===== src/rtl/sound_event_queue.sv =====
// Sound request queue and dispatcher: prioritises and de-duplicates event requests,
// buffers them in a circular FIFO and paces play requests to an external sound player.
module sound_event_queue #(
  parameter int DEPTH       = 4,
  parameter int GAP_CYCLES  = 5000000,
  parameter int ACK_TIMEOUT = 8
) (
  input  logic                     clk,
  input  logic                     rst,
  input  logic [6:0]               evt,
  input  logic                     snd_busy,
  output logic [2:0]               sound_code,
  output logic                     play_sound,
  output logic [$clog2(DEPTH):0]   q_level,
  output logic                     overflow,
  output logic [7:0]               drop_cnt
);

  localparam int AW   = $clog2(DEPTH);
  localparam int MAXC = (GAP_CYCLES > ACK_TIMEOUT) ? GAP_CYCLES : ACK_TIMEOUT;
  localparam int TW   = (MAXC > 1) ? $clog2(MAXC) : 1;
  localparam logic [TW-1:0] GAP_LAST = TW'((GAP_CYCLES > 0) ? GAP_CYCLES - 1 : 0);
  localparam logic [TW-1:0] ACK_LAST = TW'((ACK_TIMEOUT > 0) ? ACK_TIMEOUT - 1 : 0);

  typedef enum logic [2:0] {S_IDLE, S_ISSUE, S_ACK, S_PLAY, S_GAP} state_t;

  state_t          state_q, state_d;
  logic [TW-1:0]   timer_q, timer_d;
  logic [2:0]      code_q, code_d;
  logic            play_q, play_d;
  logic            ovf_q, ovf_d;
  logic [7:0]      drop_q, drop_d;
  logic [2:0]      mem_q [DEPTH];
  logic [AW-1:0]   rd_q, rd_d, wr_q, wr_d;
  logic [AW:0]     level_q, level_d;
  logic [2:0]      tail_q, tail_d;

  logic [2:0]      win_code;
  logic            multi_evt, flush, dup, full, pop, push, lost;

  always_comb begin
    win_code = 3'd0;
    for (int i = 0; i < 7; i++) begin
      if (evt[i]) win_code = 3'(i + 1);
    end
  end

  assign multi_evt = (evt & (evt - 7'd1)) != 7'd0;
  assign flush     = (win_code == 3'd7);
  assign dup       = (level_q != '0) && (win_code == tail_q);
  assign full      = (level_q == (AW+1)'(DEPTH));
  assign pop       = (state_q == S_IDLE) && (level_q != '0) && !snd_busy;

  always_comb begin
    push = 1'b0;
    lost = 1'b0;
    if (win_code != 3'd0 && !flush && !dup) begin
      if (full && !pop) lost = 1'b1;
      else              push = 1'b1;
    end
  end

  // A flush rewrites the queue as a single entry at the current write slot,
  // so a head popped in the same clock is still read from the old contents.
  always_comb begin
    rd_d    = rd_q;
    wr_d    = wr_q;
    level_d = level_q;
    tail_d  = tail_q;
    if (flush) begin
      rd_d    = wr_q;
      wr_d    = wr_q + AW'(1);
      level_d = (AW+1)'(1);
      tail_d  = 3'd7;
    end else begin
      if (push) begin
        wr_d   = wr_q + AW'(1);
        tail_d = win_code;
      end
      if (pop) rd_d = rd_q + AW'(1);
      level_d = level_q + (AW+1)'(push) - (AW+1)'(pop);
    end
  end

  always_ff @(posedge clk) begin
    if (push || flush) mem_q[wr_q] <= flush ? 3'd7 : win_code;
  end

  always_comb begin
    state_d = state_q;
    timer_d = '0;
    code_d  = code_q;
    case (state_q)
      S_IDLE: begin
        if (pop) begin
          state_d = S_ISSUE;
          code_d  = mem_q[rd_q];
        end
      end
      S_ISSUE: state_d = S_ACK;
      S_ACK: begin
        if (snd_busy)                state_d = S_PLAY;
        else if (timer_q == ACK_LAST) state_d = S_GAP;
        else                         timer_d = timer_q + TW'(1);
      end
      S_PLAY: begin
        if (!snd_busy) state_d = S_GAP;
      end
      S_GAP: begin
        if (timer_q == GAP_LAST) state_d = S_IDLE;
        else                     timer_d = timer_q + TW'(1);
      end
      default: state_d = S_IDLE;
    endcase
    play_d = (state_d == S_ISSUE);
    ovf_d  = ovf_q | lost;
    drop_d = ((multi_evt || lost) && drop_q != 8'hFF) ? drop_q + 8'd1 : drop_q;
  end

  always_ff @(posedge clk or posedge rst) begin
    if (rst) begin
      state_q <= S_IDLE;
      timer_q <= '0;
      code_q  <= 3'd0;
      play_q  <= 1'b0;
      ovf_q   <= 1'b0;
      drop_q  <= 8'd0;
      rd_q    <= '0;
      wr_q    <= '0;
      level_q <= '0;
      tail_q  <= 3'd0;
    end else begin
      state_q <= state_d;
      timer_q <= timer_d;
      code_q  <= code_d;
      play_q  <= play_d;
      ovf_q   <= ovf_d;
      drop_q  <= drop_d;
      rd_q    <= rd_d;
      wr_q    <= wr_d;
      level_q <= level_d;
      tail_q  <= tail_d;
    end
  end

  assign sound_code = code_q;
  assign play_sound = play_q;
  assign q_level    = level_q;
  assign overflow   = ovf_q;
  assign drop_cnt   = drop_q;

endmodule


===== config.mk =====
export PLATFORM = sky130hd
export DESIGN_NAME = sound_event_queue
export DESIGN_NICKNAME = d
export VERILOG_FILES = /design/src/rtl/sound_event_queue.sv
export SDC_FILE = /design/constraint.sdc
export NUM_CORES = 1
export LEC_CHECK = 0
export BUFFER_PORTS_ARGS = -buffer_cell sky130_fd_sc_hd__buf_2
export CELL_PAD_IN_SITES_DETAIL_PLACEMENT = 1
export CELL_PAD_IN_SITES_GLOBAL_PLACEMENT = 1
export CORE_ASPECT_RATIO = 1.25
export CORE_MARGIN = 2
export CORE_UTILIZATION = 30
export CTS_CLUSTER_DIAMETER = 30
export DETAILED_ROUTE_END_ITERATION = 10
export HOLD_SLACK_MARGIN = 0.08
export PLACE_DENSITY_LB_ADDON = 0.1
export SYNTH_ARGS = -nofsm -noshare
export SYNTH_HDL_FRONTEND = slang
export SYNTH_SLANG_ARGS = --single-unit

===== constraint.sdc =====
create_clock -name clk -period 3.2 [get_ports clk]
set_clock_uncertainty 0.1 [all_clocks]
set_input_delay 0.48 -clock clk [delete_from_list [all_inputs] [get_ports clk]]
set_output_delay 0.48 -clock clk [all_outputs]
set_load 0.02 [all_outputs]

==> results of run 1 <==
[registers in the layout, summed over array words and instances, names as in the netlist]
register    flops
state_q         3
mem_q          12
play_sound      1
sound_code      3
overflow        1
rd_q            2
q_level         3
wr_q            2
timer_q        23
drop_cnt        8
tail_q          3
[final cells by class]
cell class	count	area share
multi-input combinational	198	0.374
tap	126	0.0440
clock inverter	6	0.00839
clock buffer	10	0.0640
timing repair buffer	34	0.0538
sequential	61	0.443
inverter	12	0.0126
[metrics by stage]
stage	setup slack, ps	util	hold slack, ps
2_1_floorplan	228	-	341
3_3_place_gp	264	0.344	354
3_5_place_dp	193	0.344	364
4_1_cts	535	0.371	84.7
5_1_grt	300	0.371	115
6_report	543	0.371	75.5
[cell usage in the layout, fill, tap and decap left out, drive strengths merged, types with 5 or more instances in the layout]
cell / Yosys / routed
ha: 8 / 8
and3: 7 / 7
nor2: 51 / 51
nor3: 8 / 8
mux2: 6 / 6
inv: 12 / 12
xnor2: 18 / 18
buf: 1 / 34
o21ai: 6 / 6
clkinv: 0 / 5
xor2: 17 / 17
nor2b: 5 / 5
clkbuf: 3 / 10
edfxtp: 12 / 12
dfrtp: 49 / 49
nand3: 16 / 16
nor4: 6 / 6
nand2: 17 / 17
[cell usage after synthesis]
cell type | number | area (sq um)
clkbuf_1 | 3 | 11.3
nor4_1 | 4 | 25.0
nand4_1 | 3 | 18.8
nand3_1 | 16 | 80.1
or2_2 | 2 | 12.5
nand2_1 | 17 | 63.8
a221oi_2 | 1 | 15.0
mux2_1 | 1 | 11.3
nor2_1 | 50 | 188
fa_1 | 1 | 20.0
buf_1 | 1 | 3.75
and2_1 | 1 | 6.26
mux4_2 | 3 | 67.6
nand2b_1 | 2 | 12.5
or3_1 | 1 | 6.26
maj3_1 | 1 | 10.0
nor3b_4 | 1 | 18.8
xor2_1 | 17 | 149
nand3b_1 | 1 | 7.51
o31a_1 | 1 | 8.76
and2b_1 | 3 | 22.5
nor4_2 | 1 | 12.5
a21oi_1 | 1 | 5.00
o31ai_1 | 3 | 22.5
nor2b_1 | 5 | 31.3
a211oi_1 | 1 | 7.51
edfxtp_1 | 12 | 360
o21ai_0 | 6 | 30.0
or4_1 | 1 | 7.51
dfrtp_1 | 49 | 1230
ha_1 | 8 | 100
o21bai_1 | 2 | 15.0
o22a_2 | 1 | 10.0
nor2_2 | 1 | 6.26
o21a_1 | 2 | 15.0
inv_1 | 12 | 45.0
xnor2_1 | 18 | 158
and3_1 | 7 | 43.8
a211o_1 | 1 | 8.76
nor3_1 | 7 | 35.0
nor3_2 | 1 | 10.0
mux2_2 | 5 | 56.3
nor4_4 | 1 | 21.3
[kinds of logic (layout without fill, tap and decap cells)]
family / count (synthesis) / in the layout / share of synthesized area
buffers and inverters: 16 / 62 / 0.0201
adders and majority gates: 10 / 10 / 0.0436
muxes: 9 / 9 / 0.0453
and+or+nand+nor: 125 / 125 / 0.211
AOI/OAI and AO/OA: 19 / 19 / 0.0461
xor gates and xnor gates: 35 / 35 / 0.103
DFF: 61 / 61 / 0.531
[power by group]
group | leakage, nW | internal [mW] | total (mW) | switching, mW
clock | 0.127 | 0.514 | 0.854 | 0.341
sequential | 0.723 | 0.986 | 1.16 | 0.177
combinational | 0.639 | 0.349 | 0.798 | 0.449
[critical path: cells and delay by family]
family	cells	cell delay, ps
XOR/XNOR	2	280
adder cells (fa/ha/maj)	3	710
AO/OA/AOI/OAI	1	340
AND/OR/NAND/NOR	3	560
buffers and inverters	5	390
[metal layers]
metal	up-vias	part of all wire	GRT usage	wire length, microns
met5	-	0	0	0
met4	0	0.016	0.0618	104
met1	1041	0.46	0.166	2950
met3	8	0.031	0.0390	201
li1	1017	-	-	-
met2	25	0.49	0.219	3180
[final timing paths]
check	from	end	slack, ps	cells after the start
min in group clk	snd_busy	state_q[0]	340	3
max	evt[4]	q_level[2]	540	14
max in group asynchronous	rst	sound_code[2]	2300	3
min reg2reg	overflow	overflow	370	2
max reg2reg	q_level[2]	q_level[2]	670	11
min	rst	state_q[1]	80	2
==> reports/results.txt, run 1 <==
STA classifies the critical path startpoint as an input pin. Category of the worst setup path capture point: a flop. For the worst setup path, the data required time is 3310 ps.

At the worst endpoint, the arrival time is 2770 ps. The tools report the count of warnings emitted by yosys as 0. Buffers placed on the I/O ports in this run total 25. Including well taps, the total number of placed cells is 431.

The via count of the routed design was 2,091; the accumulated negative setup slack was 0 ps. The worst setup path is of the in -> reg kind. The final max-slew violation count is 0.

The number of gates given a new drive strength after cts came out at 0. For the initial core utilization, the log shows 0.309. From synthesis to final layout, the design area changed by 19.9%.

Summing internal, switching and leakage power gives 2.82 mW. The pin count of the biggest net entering global routing was 24; the area enclosed by the die boundary was 10,800 sq um. For the proportion of synthesized chip area in sequential cells, the log shows 0.531.

The min-delay analysis places its worst path in the category in -> async. The number of DRC markers in iteration 0 was 34; the peak per-stage delay on the critical path was 430 ps. The top fanout value on the critical path was 6; the summed area of non-filler cells in the final layout was 3580 sq um.

Walking the worst path, the cells encountered are buf_2 -> inv_1 -> a221oi_2 -> xor2_1 -> nor4_2 -> nor3b_4 -> inv_1 -> ha_1 -> inv_1 -> ha_1 -> inv_1 -> fa_1 -> xnor2_1 -> nor2_1. Synthesis instantiated 43 different standard cells from the library. The leakage power was 1.49 nW; the final routed DRC violation total was 0.

The fraction of the cycle the final worst path needs came out at 0.830. Max-cap violations in this run came to 0. For the count of pins on the block boundary, the log shows 26. Summing all multi-input logic gate instances after layout gives 1340 sq um. The flow ran to the end, and the final reports show no timing, DRC or antenna violations. Synthesis handed over a netlist of 275 instances. The later pin in the worst-skew pair is clocked with a latency of 330 ps. By instance count, the cell type seen most on the critical path is inv_1. The H-tree was split into 3 levels.

After clock tree synthesis, the clock-pin slew on the worst setup and hold paths is 50 ps. The core area is 9660 sq um, and the net count after synthesis is 294. The run gives 4660 microns as the total half-perimeter wirelength after legalization and detailed placement. For the global-route total usage across every layer, the log shows 0.135. For the timing-limited maximum frequency, the log shows 0.376 GHz.

The post-detailed-placement cell area is 3320 sq um. The area of the mapped netlist came out at 2990 sq um. The total iterations of the first detailed-routing run came out at 4. Setup repair after global routing left no endpoint under its margin.

The floorplan die height was 116 microns; the maximum resistive drop on vdd was 0.280 mV. The number of antenna violations at the first check in global routing came out at 0. TritonCTS built the clock tree.

The cell at the slowest stage of the critical path is nor4_2. In this run the power density over the cells is 787 nW/um^2. The logs give 0.675 for the tightest slew margin relative to the limit and 61 for the TritonCTS sink count. Layout cell share with drive strength beyond 1: 0.202. Final number of hold-violating endpoints: 0. Setup violations remaining at the end of the flow were counted as 0.

The transition time at the pin with the least slew margin was 487 ps. Across the whole layout, storage elements account for 1590 sq um. The routability-driven placement congestion ratio was 0.714; the number of antenna-violating nets in the routed design was 0. Averaged over all synthesized cells, the footprint is 10.9 sq um. For the quantity of hold-fixing buffers added after cts, the log shows 0. The post-route minimum period came out at 2660 ps. The final layout contains 335 nets.

The logs give 11,100 microns for the first-pass GRT wire length and 1,085 for the total of fill cells in the finished design. Maximum clock path buffer count: 2. Counting flops and latches in the post-synthesis netlist gives 61. The run gives 2,209 as the number of global-route vias before repair.

Total grt overflow: 0. The number of buffers created by CTS is 9. Once the clock tree was built, the setup fixing pass inserted 0 buffers. CTS root buffer: clkbuf_16. Summed over all layers, the routed wires come to 6430 microns. Excluding fillers, the count of instances in the completed layout stands at 447. After detailed routing, the average wire length per cell comes to 14.4 microns. The antenna diode instance count was 0; the count of standard-cell rows was 40. The number of vias per cell after detailed routing is 4.68. The die boundary width came out at 93.2 microns.
No activity file was read; power rests on OpenSTA's default activity.
==> inputs of run 2 (changes only) <==
- ABC_AREA: unset -> 1
- clock period: 3.2 -> 2.44 ns (I/O delays scaled with it)
==> run 2 against run 1 <==
  * Clock power grew 49%
  * Sequential power grew 27%
  * Critical path depth shrank 1
  * Largest cell class is now multi-input combinational cells
  * Largest power group unchanged
==> reports/results.txt, run 2 <==
The total wirelength of the detailed-routed design is 8480 microns (+32%), and the core area is 11,100 sq um (+15%). The fraction of the cycle the final worst path needs is 0.922, and the die boundary width is 99.8 microns (+7.1%). The fraction of registers with async set or reset after synthesis works out to 0.803 (unchanged). The count of max-cap constraint violations is 0 (unchanged). The tools report the internal reg-to-reg setup slack as 190 ps (-480 ps).

The critical path data required time came out at 2560 ps (-750 ps). The run finished with clean final reports. Floorplan die height: 124 microns (+7.2%).

STA classifies the critical path endpoint as a flop. The fraction of post-synthesis cell area in the top cell type by area is 0.356 (-0.0548). The per-cell routed wire length works out to 14.2 microns (-1.4%). The tools report the count of warnings emitted by yosys as 0 (unchanged).

Setup repair after global routing left no endpoint under its margin. The accumulated negative setup slack is 0 ps (unchanged). Most common cell in the synthesized netlist: nand2_1. The number of cells traversed by the worst register-to-register path is 13 (+2). The run gives 0 (unchanged) as the number of antenna-violating nets in the routed design. The timing-limited maximum frequency came out at 0.444 GHz. The setup path with the least slack is of type reg -> reg. The simple-gate portion of the synthesized area works out to 0.339 (+0.128).

The count of standard-cell rows is 43 (+7.5%). The register with the highest flop count was timer_q. The run gives 0.557 (-0.118) as the tightest slew margin relative to the limit.

The number of antenna violations at the first check in global routing was 0 (unchanged); the initial core utilization was 0.309 (about the same). Total iterations of the first detailed-routing run: 4 (unchanged). The run gives 6550 microns (+41%) as the total half-perimeter wirelength after legalization and detailed placement.

The post-synthesis register bit count is 61 (unchanged), and the proportion of synthesized chip area in sequential cells is 0.461 (-0.0708). The peak-usage layer in the global routing report was met2. The transition time at the pin with the least slew margin was 665 ps (+178 ps).

For the clock latency at the later pin of the worst-skew pair, the log shows 330 ps (about the same). Following the worst setup path forward leads to its endpoint at q_level[2]. The maximum resistive drop on vdd is 0.351 mV (+26%), and the flip-flop count of the largest register, all copies and words added is 23 (unchanged). The total of endpoints with negative setup slack in the final report is 0 (unchanged), and the share of synthesized cell area in full adder, half adder and majority cells is 0.0349 (-0.00872).

The data arrival time of the critical path is 2370 ps (-400 ps), and the layout-stage area growth over the synthesis result is 19.9% (about the same). The largest family of logic cells by synthesized area is simple AND/OR/NAND/NOR gates. The area enclosed by the die boundary came out at 12,400 sq um (+15%). The mean instance size in the synthesized netlist was 8.44 sq um (-22%). The final routed DRC violation total is 0 (unchanged). The critical register-to-register path endpoint was q_level[2].

By count the netlist is led by nand2_1, inv_1, dfrtp_1. The power density of the placed cells came out at 964 nW/um^2 (+23%). The TritonCTS sink count was 61 (unchanged).

The logs give 3 (unchanged) for the depth of the CTS H-tree and 427 (+45%) for the net count after synthesis. The worst register-to-register path begins at q_level[0]. Cell type contributing the most total cell area after synthesis: dfrtp_1. The final number of hold-violating endpoints was 0 (unchanged). Compound-gate portion of the synthesized area: 0.0610 (+0.0149).

The utilization after layout is 0.371 (+0.000374), and the count of pins on the block boundary is 26 (unchanged). The most common cell after layout, fill and taps aside is nand2_1. The total grt overflow is 0 (unchanged), and the port buffer count is 25 (unchanged). The worst setup path is launched from a flop. The run gives 2 (unchanged) as the maximum clock path buffer count. The fraction of met3 tracks used by global routing came out at 0.0286 (-0.0104). TritonCTS built the clock tree.

The layout cell share with drive strength beyond 1 works out to 0.227 (+0.0248). The logs give 476 (+42%) for the net count reported at finish and 9 (unchanged) for the number of buffers created by CTS. The top fanout value on the critical path was 4 (-2); the register clock-pin slew on the reported worst setup and hold paths was 60 ps (about the same). The number of vias per cell after detailed routing is 4.72 (+0.94%), and the met2 track demand over resource is 0.290 (+0.0710).

The worst path needs 2250 ps of the cycle, external delays included. The run gives 88 (+160%) as the number of DRC markers in iteration 0. The xor-xnor portion of the synthesized cell area is 0.0356 (-0.0671). The most common flop cell mapped by yosys was dfrtp_1.

First-pass GRT wire length: 14,900 microns (+35%). After synthesis, the cell types taking the most area are dfrtp_1, edfxtp_1, nand2_1, inv_1, nor2_1. In this run the worst hold path is classified as in -> async.

Global-route total usage across every layer: 0.155 (+0.0199). Routability-driven placement congestion ratio: 0.811 (+14%). The count of unique library cells instantiated by Yosys came out at 37 (-14%).

Number of global-route vias before repair: 3,226 (+46%). The area of the mapped netlist came out at 3440 sq um (+15%). The tools report the timing startpoint of the critical path as q_level[0].

The leakage power is 1.94 nW (+30%), and the antenna diode instance count is 0 (unchanged). The top cell types in the final layout, fill and taps aside, are nand2_1, inv_1, dfrtp_1. The final max-slew violation count is 0 (unchanged). The met1 capacity usage during global routing is 0.169 (+0.00311), and the via count of the routed design is 2,819 (+35%).

The portion of netlist area occupied by mux cells came out at 0 (-0.0453). The tree is rooted in a clkbuf_16. The pin count of the biggest net entering global routing came out at 50 (+110%). The number of flops mapped to enable cells by yosys is 12 (unchanged). For the cell count after synthesis, the log shows 408 (+48%).
## run 2: cell count changes after synthesis, sizes merged, moves of 8 or more
cell   previous run  this run
inv              12        53
nand3            16        33
nand2            17       100
o21ai             6        23
xnor2            18         5
xor2             17         9
nor2             51        63
## run 2: final cells by class
cell class	instances	area (sq um)
clock buffers	9	225
clock inverters	7	73.8
fillers	1334	7010
inverters	54	204
multi-input cells	290	1630
flip-flops and latches	61	1590
well taps	135	169
repair buffers	41	245
## run 2: critical path, stage by stage (launching register included)
cell     delay, ps
dfrtp_2        430
nor3_2         190
inv_1           70
nand3_1         60
nor2_1          60
nand3_2         90
nand3_2         80
ha_1           270
inv_1           50
ha_1           120
inv_1           40
fa_1           370
xor2_1         160
nor2_1          50
## run 2: layer usage
metal | vias up | routed length, microns
li1 | 1419 | -
met1 | 1360 | 3430
met2 | 25 | 4670
met3 | 15 | 162
met4 | 0 | 207
met5 | - | 0
## run 2: through the flow
step | hold WS, ps | total power [mW] | cells | instance area [sq um] | worst slack (ps)
final | 107 | 3.98 | 597 | 4130 | 190
after global routing | 180 | 4.31 | 597 | 4130 | 15.3
after CTS | 144 | 4.06 | 596 | 4120 | 31.1
after detailed placement | 356 | 2.75 | 580 | 3820 | -30.0
after global placement | 349 | 2.72 | 580 | 3820 | 30.1
after floorplan | 395 | 2.35 | 408 | 3440 | 33.6
## run 2: how the worst min path moves through the flow
stage	startpoint	to	slack, ps	cells after the start
global placement	overflow	overflow	350	2
CTS	rst	drop_cnt[7]	140	3
global route	rst	drop_cnt[7]	180	3
finish	rst	drop_cnt[7]	110	3
detailed placement	overflow	overflow	360	2
floorplan	wr_q[0]	wr_q[0]	400	2
## run 2: power breakdown
group | internal (mW) | switching (mW) | total, mW
Combinational | 0.466 | 0.774 | 1.24
Clock | 0.793 | 0.482 | 1.27
Sequential | 1.27 | 0.198 | 1.47
Total | 2.53 | 1.45 | 3.98
## run 2: cells by family (layout without fill, tap and decap cells)
group,Yosys count,count (layout)
AO/OA/AOI/OAI,37,37
XOR/XNOR,14,14
adder cells (fa/ha/maj),9,9
buffers and inverters,57,111
flip-flops,61,61
AND/OR/NAND/NOR,230,230
## run 2: repair_timing
item,4_1_cts,5_1_grt
hold buffers,0,0
hold endpoints to repair,0,0
resized for setup,0,3
buffers inserted,0,1
setup endpoints to repair,0,2
